===== config.mk =====
export PLATFORM = sky130hd
export DESIGN_NAME = regfile_write_arbiter
export DESIGN_NICKNAME = d
export VERILOG_FILES = /design/src/rtl/regfile_pkg.sv /design/src/rtl/regfile_write_arbiter.sv
export SDC_FILE = /design/constraint.sdc
export NUM_CORES = 1
export LEC_CHECK = 0
export ABC_AREA = 1
export CAP_MARGIN = 10
export CORE_ASPECT_RATIO = 0.6
export CORE_MARGIN = 5
export CORE_UTILIZATION = 39
export CTS_CLUSTER_SIZE = 14
export DETAILED_ROUTE_END_ITERATION = 10
export HOLD_SLACK_MARGIN = 0.03
export PLACE_DENSITY = 0.92
export SLEW_MARGIN = 10
export SYNTH_ARGS = -nofsm -noshare
export SYNTH_HDL_FRONTEND = slang
export SYNTH_SLANG_ARGS = --single-unit
export TNS_END_PERCENT = 1

===== constraint.sdc =====
create_clock -name clk -period 1.81 [get_ports clk]
set_clock_uncertainty 0.15 [all_clocks]
set_input_delay 0.362 -clock clk [delete_from_list [all_inputs] [get_ports clk]]
set_output_delay 0.362 -clock clk [all_outputs]
set_load 0.005 [all_outputs]

===== src/rtl/regfile_pkg.sv =====
// Shared register-file types and constants: widths, state and source encodings.
package regfile_pkg;

  localparam int unsigned ADDR_W   = 5;
  localparam int unsigned DATA_W   = 32;
  localparam int unsigned REG_ZERO = 0;

  // Write sequencer states
  typedef enum logic [1:0] {
    ST_IDLE   = 2'd0,
    ST_SETUP  = 2'd1,
    ST_STROBE = 2'd2
  } state_e;

  // Origin of the held write
  typedef enum logic {
    SRC_WB  = 1'b0,
    SRC_SYS = 1'b1
  } src_e;

endpackage


===== src/rtl/regfile_write_arbiter.sv =====
// Shares the Register_Group write port between pipeline writeback (primary)
// and the syscall/loader unit. Each write is held for one setup cycle with
// address/data stable, then strobed for one cycle. Writes to register 0 are
// sequenced but never strobed.
module regfile_write_arbiter
  import regfile_pkg::state_e, regfile_pkg::ST_IDLE, regfile_pkg::ST_SETUP,
         regfile_pkg::ST_STROBE, regfile_pkg::SRC_WB, regfile_pkg::SRC_SYS,
         regfile_pkg::REG_ZERO;
#(
  parameter int unsigned ADDR_W       = regfile_pkg::ADDR_W,
  parameter int unsigned DATA_W       = regfile_pkg::DATA_W,
  parameter int unsigned STARVE_LIMIT = 4
) (
  input  logic              clk,
  input  logic              rst,
  input  logic              wb_valid,
  output logic              wb_ready,
  input  logic [ADDR_W-1:0] wb_addr,
  input  logic [DATA_W-1:0] wb_data,
  input  logic              sys_valid,
  output logic              sys_ready,
  input  logic [ADDR_W-1:0] sys_addr,
  input  logic [DATA_W-1:0] sys_data,
  output logic              rf_write,
  output logic [ADDR_W-1:0] rf_address,
  output logic [DATA_W-1:0] rf_data_in,
  output logic              busy,
  output logic              pend_valid,
  output logic [ADDR_W-1:0] pend_addr,
  output logic              grant_src
);

  localparam int unsigned CNT_W = $clog2(STARVE_LIMIT + 2);

  state_e           r_state;
  logic [CNT_W-1:0] r_starve_cnt;

  logic w_can_acc;
  logic w_force;
  logic w_wb_acc;
  logic w_sys_acc;
  logic w_addr_nz;

  // Arbitration: wb has priority unless sys has been starved long enough
  always_comb begin
    w_can_acc = (r_state == ST_IDLE) || (r_state == ST_STROBE);
    w_force   = (r_starve_cnt >= CNT_W'(STARVE_LIMIT));
    sys_ready = w_can_acc && !rst && (!wb_valid || w_force);
    wb_ready  = w_can_acc && !rst && !(w_force && sys_valid);
    w_wb_acc  = wb_valid && wb_ready;
    w_sys_acc = sys_valid && sys_ready;
    w_addr_nz = (rf_address != ADDR_W'(REG_ZERO));
  end

  // Status views of the held write for hazard/stall logic
  assign busy       = (r_state != ST_IDLE);
  assign pend_valid = busy && w_addr_nz;
  assign pend_addr  = rf_address;

  // Sequencer, held write registers and starvation counter
  always_ff @(posedge clk) begin
    if (rst) begin
      r_state      <= ST_IDLE;
      r_starve_cnt <= '0;
      rf_write     <= 1'b0;
      rf_address   <= '0;
      rf_data_in   <= '0;
      grant_src    <= SRC_WB;
    end else begin
      if (w_sys_acc || !sys_valid) begin
        r_starve_cnt <= '0;
      end else if (w_wb_acc && !w_force) begin
        r_starve_cnt <= r_starve_cnt + CNT_W'(1);
      end

      case (r_state)
        ST_SETUP: begin
          r_state  <= ST_STROBE;
          rf_write <= w_addr_nz;
        end
        default: begin
          rf_write <= 1'b0;
          if (w_wb_acc) begin
            r_state    <= ST_SETUP;
            rf_address <= wb_addr;
            rf_data_in <= wb_data;
            grant_src  <= SRC_WB;
          end else if (w_sys_acc) begin
            r_state    <= ST_SETUP;
            rf_address <= sys_addr;
            rf_data_in <= sys_data;
            grant_src  <= SRC_SYS;
          end else begin
            r_state <= ST_IDLE;
          end
        end
      endcase
    end
  end

endmodule


### After elaboration in Yosys (flattened, before gate mapping)

Cells that the tools add are included.

* mux-type cells: 9
* bitwise operators: 1
* reduce and logical (&&, ||, !) cells: 24
* add/sub/neg operators: 1
* order comparisons: 1
* equality and inequality tests: 2

Operators with widths (number)
* $mux W32: 2
* $mux W5: 2
* $logic_and A1 B1 Y1: 8
* $reduce_or A2 Y1: 3
* $logic_not A1 Y1: 5
* $reduce_bool A5 Y1: 1
* $mux W1: 4
* $reduce_bool A2 Y1: 2
* $add A3 B1 Y3 const B: 1
* $ge A3 B3 Y1 const B: 1
* $logic_or A1 B1 Y1: 3
* $eq A2 B1 Y1 const B: 1
* $eq A2 B2 Y1 const B: 1
* $logic_not A2 Y1: 1
* $mux W2: 1
* $reduce_and A2 Y1: 1
* $not A1 Y1: 1

* word-level logic and storage cells: 45
* register bits: 44

### Depth between registers and ports, before layout

* depth in word-level cells: 8
* mapped depth: 8
* mapped depth without buffers: 6

### Worst setup path after synthesis

Ideal clock, no wire load.

* path kind: in2out
* start point: input sys_valid
* end point: output wb_ready
* slack: 0.396 ns
* arrival: 0.902 ns
* cell stages on the path: 4
* path buffers: 1
* required time: 1.298 ns
* cell sequence: nand2_1 clkbuf_1 nand2_1 inv_1

* cells in the longest elaborated chain, start to end: 3

RTL lines
* start, declared: line regfile_write_arbiter.sv:20 `input logic sys_valid,`
* $logic_and A1 B1 Y1: line regfile_write_arbiter.sv:49 `wb_ready = w_can_acc && !rst && !(w_force && sys_valid);`
* $logic_not A1 Y1: line regfile_write_arbiter.sv:49
* $logic_and A1 B1 Y1: line regfile_write_arbiter.sv:49
* end, declared: line regfile_write_arbiter.sv:17 `output logic wb_ready,`

Every way passes these cells.

### Worst setup path after layout

* start point: register r_state[0]
* end point: output pend_valid

* cells in the longest elaborated chain, start to end: 2

RTL lines
* start, declared: line regfile_write_arbiter.sv:35 `state_e r_state;`
* start signal, assigned: line regfile_write_arbiter.sv:63 `r_state <= ST_IDLE;`
* start signal, assigned: line regfile_write_arbiter.sv:78 `r_state <= ST_STROBE;`
* start signal, assigned: line regfile_write_arbiter.sv:84 `r_state <= ST_SETUP;`
* $reduce_bool A2 Y1: line regfile_write_arbiter.sv:56 `assign busy = (r_state != ST_IDLE);`
* $logic_and A1 B1 Y1: line regfile_write_arbiter.sv:57 `assign pend_valid = busy && w_addr_nz;`
* end, declared: line regfile_write_arbiter.sv:28 `output logic pend_valid,`

Every way passes these cells.

==> metrics.md <==
| Metric | Value |
|---|---|
| Remaining routing DRC violations | 0 |
| Hold Path Class | register to register |
| Result of the run | finished, final reports clean |
| Vertical extent of the die | 69.19 um |
| Post-CTS setup repair buffer count | 0 |
| Number of setup violations in the final report | 0 |
| Worst slew margin relative to its limit | 0.8451 |
| Via-to-Cell Ratio | 4.609 |
| Peak clock frequency supported by timing | 0.5532 GHz |
| Antenna diodes | 0 |
| Time the final worst path needs with I/O delays and setup | 1.808 ns |
| Number of register bits inferred by synthesis | 44 |
| CP Launch Type | register |
| Area delta synth->final | 64.23% |
| Crit path setup slack, layout | 0.002423 ns |
| Number of instances in the synthesized netlist | 341 |
| Share of power burned in the clock network | 0.255 |
| Clock root buffer | clkbuf_8 |
| Area contributors post-synth | dfxtp_1 (39%), nand2_1 (17%), nand3_1 (8.8%) |
| Clk buf depth | 2 |
| Pin count of the biggest net entering global routing | 41 |
| Vias in the first global route | 2384 |
| Data arrival, critical path | 1.30 ns |
| Synthesis warning total | 0 |
| Net switching power | 670.2 uW |
| Number of unique standard cell types used by synthesis | 23 |
| Register Area | 884.6 um2 |
| Total of hold buffers inserted after clock tree synthesis | 0 |
| Total length of routed wires | 6.839 mm |
| Setup repair after global routing missed its margin | yes |
| Area of the core | 5623 um2 |
| Highest-count cells in the layout ignoring fill and taps | clkdlybuf4s50_1 (119), nand2_1 (103), inv_1 (46) |
| Data required time at the worst endpoint | 1.30 ns |
| Synth Net Count | 421 |
| Fraction of the cycle the final worst path needs | 0.9987 |
| VDD IR-drop max | 424.2 uV |
| Combinational group share of total power | 0.302 |
| Cell type contributing the most total cell area after synthesis | dfxtp_1 |
| Sequential area share after synthesis | 0.3868 |
| Number of violations reported at the end of detailed-routing iteration 0 | 111 |
| Worst Setup Slack post-DPL | -0.4426 ns |
| Worst-path maximum fanout | 3 |
| Highest cell delay on the worst timing path | 0.36 ns |
| Average cell area after synthesis | 6.678 um2 |
| Level count of the clock H-tree | 2 |
| Switching Fraction | 0.2628 |
| Slowest cell on crit path | dfxtp_2 |
| Antenna-violating nets left | 0 |
| Share of Yosys cell area claimed by the top area cell type | 0.3868 |
| FP Rows | 21 |
| Internal power | 1880 uW |
| Placed wire-length estimate after detailed placement | 5.436 mm |
| Wirelength per Cell | 12.62 um |
| Horizontal extent of the die | 108.7 um |
| Net count reported at finish | 542 |
| Share of layout cells above drive strength 1 | 0.09524 |
| PD cells | 682.0 nW/um2 |
| Critical path start-end classification | register to output port |
| Total number of vias | 2498 |
| Most common library cell in the layout ignoring fill and taps | clkdlybuf4s50_1 |
| Fillers | 506 |
| Cell breakdown of the critical path | or2_2, nand2_1, inv_1, dlygate4sd2_1 |
| Max-cap violations | 0 |
| TritonCTS clock tree | yes |
| Clock sinks | 44 |
| Insertion delay to the later sink of the worst-skew pair | 0.28 ns |
| Drt pass-1 iters | 5 |
| Tot Pwr | 2551 uW |
| Final hold vios | 0 |
| Worst Max-Slew Pin Slew | 0.2323 ns |
| Combined area of the multi-input logic cells | 1069 um2 |
| Overall global routing resource usage | 0.1769 |
| Gpl congestion | 0.7600 |
| Clock buffers created by TritonCTS | 5 |
| First-pass GRT wire length | 10.97 mm |
| Max-slew violation total from the final report | 0 |
| Clk pin slew, worst setup/hold paths | 0.08 ns |
| Die footprint | 7517 um2 |
| Kind of end point of the critical path | output port |
| I/O pin count | 126 |
| Number of antenna violations at the first check in global routing | 0 |
| Static Leak | 0.001774 uW |
| Port Buffer Count | 125 |
| GR Overflow Total | 0 |
| Fraction of power consumed by sequential logic | 0.443 |
| Summed instance area of the synthesized netlist | 2277 um2 |
| Initial standard-cell utilization of the core | 0.4050 |
==> stage by stage <==
stage          cells  hold slack (ns)  cell area, um2    util  setup TNS (ns)
2_1_floorplan    341           0.2441            2277       -               0
3_3_place_gp     535           0.2540            3638  0.6471          -6.756
3_5_place_dp     535           0.2733            3638  0.6471          -8.743
4_1_cts          542           0.2867            3741  0.6653        -0.01946
5_1_grt          542           0.2962            3740  0.6651        -0.05494
6_report         542           0.2821            3740  0.6651               0
==> power by group through the flow <==
stage                     clock (uW)  sequential, uW  combinational (uW)
after floorplan                    0            1160                 297
after global placement             0            1140                 766
after detailed placement           0            1150                 784
after CTS                        678            1130                 783
after global routing             714            1140                 846
final                            650            1130                 771
==> routing by layer <==
metal | wire length, um | share of wire | global-route usage
met3 | 685 | 0.10 | 0.07070
met1 | 2865 | 0.42 | 0.2057
met5 | 0 | 0 | 0
met4 | 19 | 0.0028 | 0.03361
met2 | 3268 | 0.48 | 0.3073
==> layout make-up <==
cell class / instances / share of cell area
Multi-Input combinational cell: 223 / 0.2857
Sequential cell: 44 / 0.2365
Clock buffer: 7 / 0.02576
Inverter: 47 / 0.04717
Timing Repair Buffer: 141 / 0.3781
Tap cell: 80 / 0.02676
==> sequential cells by signal (all words and copies together) (netlist names) <==
| name | flops |
|---|---|
| r_state | 2 |
| rf_data_in | 32 |
| r_starve_cnt | 3 |
| grant_src | 1 |
| pend_addr | 5 |
| rf_write | 1 |
==> final timing paths <==
path | start | endpoint | slack, ns | depth (start not counted)
setup / recovery | r_state[0]$_SDFF_PP0_ | pend_valid | 0.002 | 4
hold reg to reg | r_state[1]$_SDFF_PP0_ | r_state[1]$_SDFF_PP0_ | 0.28 | 1
hold / removal | r_state[1]$_SDFF_PP0_ | r_state[1]$_SDFF_PP0_ | 0.28 | 1
setup reg to reg | r_state[0]$_SDFF_PP0_ | rf_data_in[1]$_SDFFE_PP0P_ | 0.27 | 8
==> Yosys cell counts (all sizes together) <==
cell	n
ha	2
nand3	41
xor2	1
nand4	11
nor3	1
or2	1
nor2	32
nand2	103
a21oi	1
inv	47
clkbuf	3
buf	24
dfxtp	44
a31oi	1
o21ai	29
==> what timing repair did <==
item | in CTS | in global routing
gates resized for setup | 11 | 3
pin swaps | 1 | 0
setup endpoints to repair | 4 | 4
==> critical path, delay by kind of cell (launching register included) <==
kind,cells,cell delay [ns]
flip-flops,1,0.36
buffers and inverters,2,0.29
AND/OR/NAND/NOR,2,0.36
==> logic make-up after synthesis <==
group           share of synthesized area
flops                              0.3868
compound gates                    0.08681
fa+ha+maj                         0.01099
xor+xnor                         0.003847
buf+inv                            0.1511
simple gates                       0.3604
Note: power is estimated with default switching activity, not from simulation.
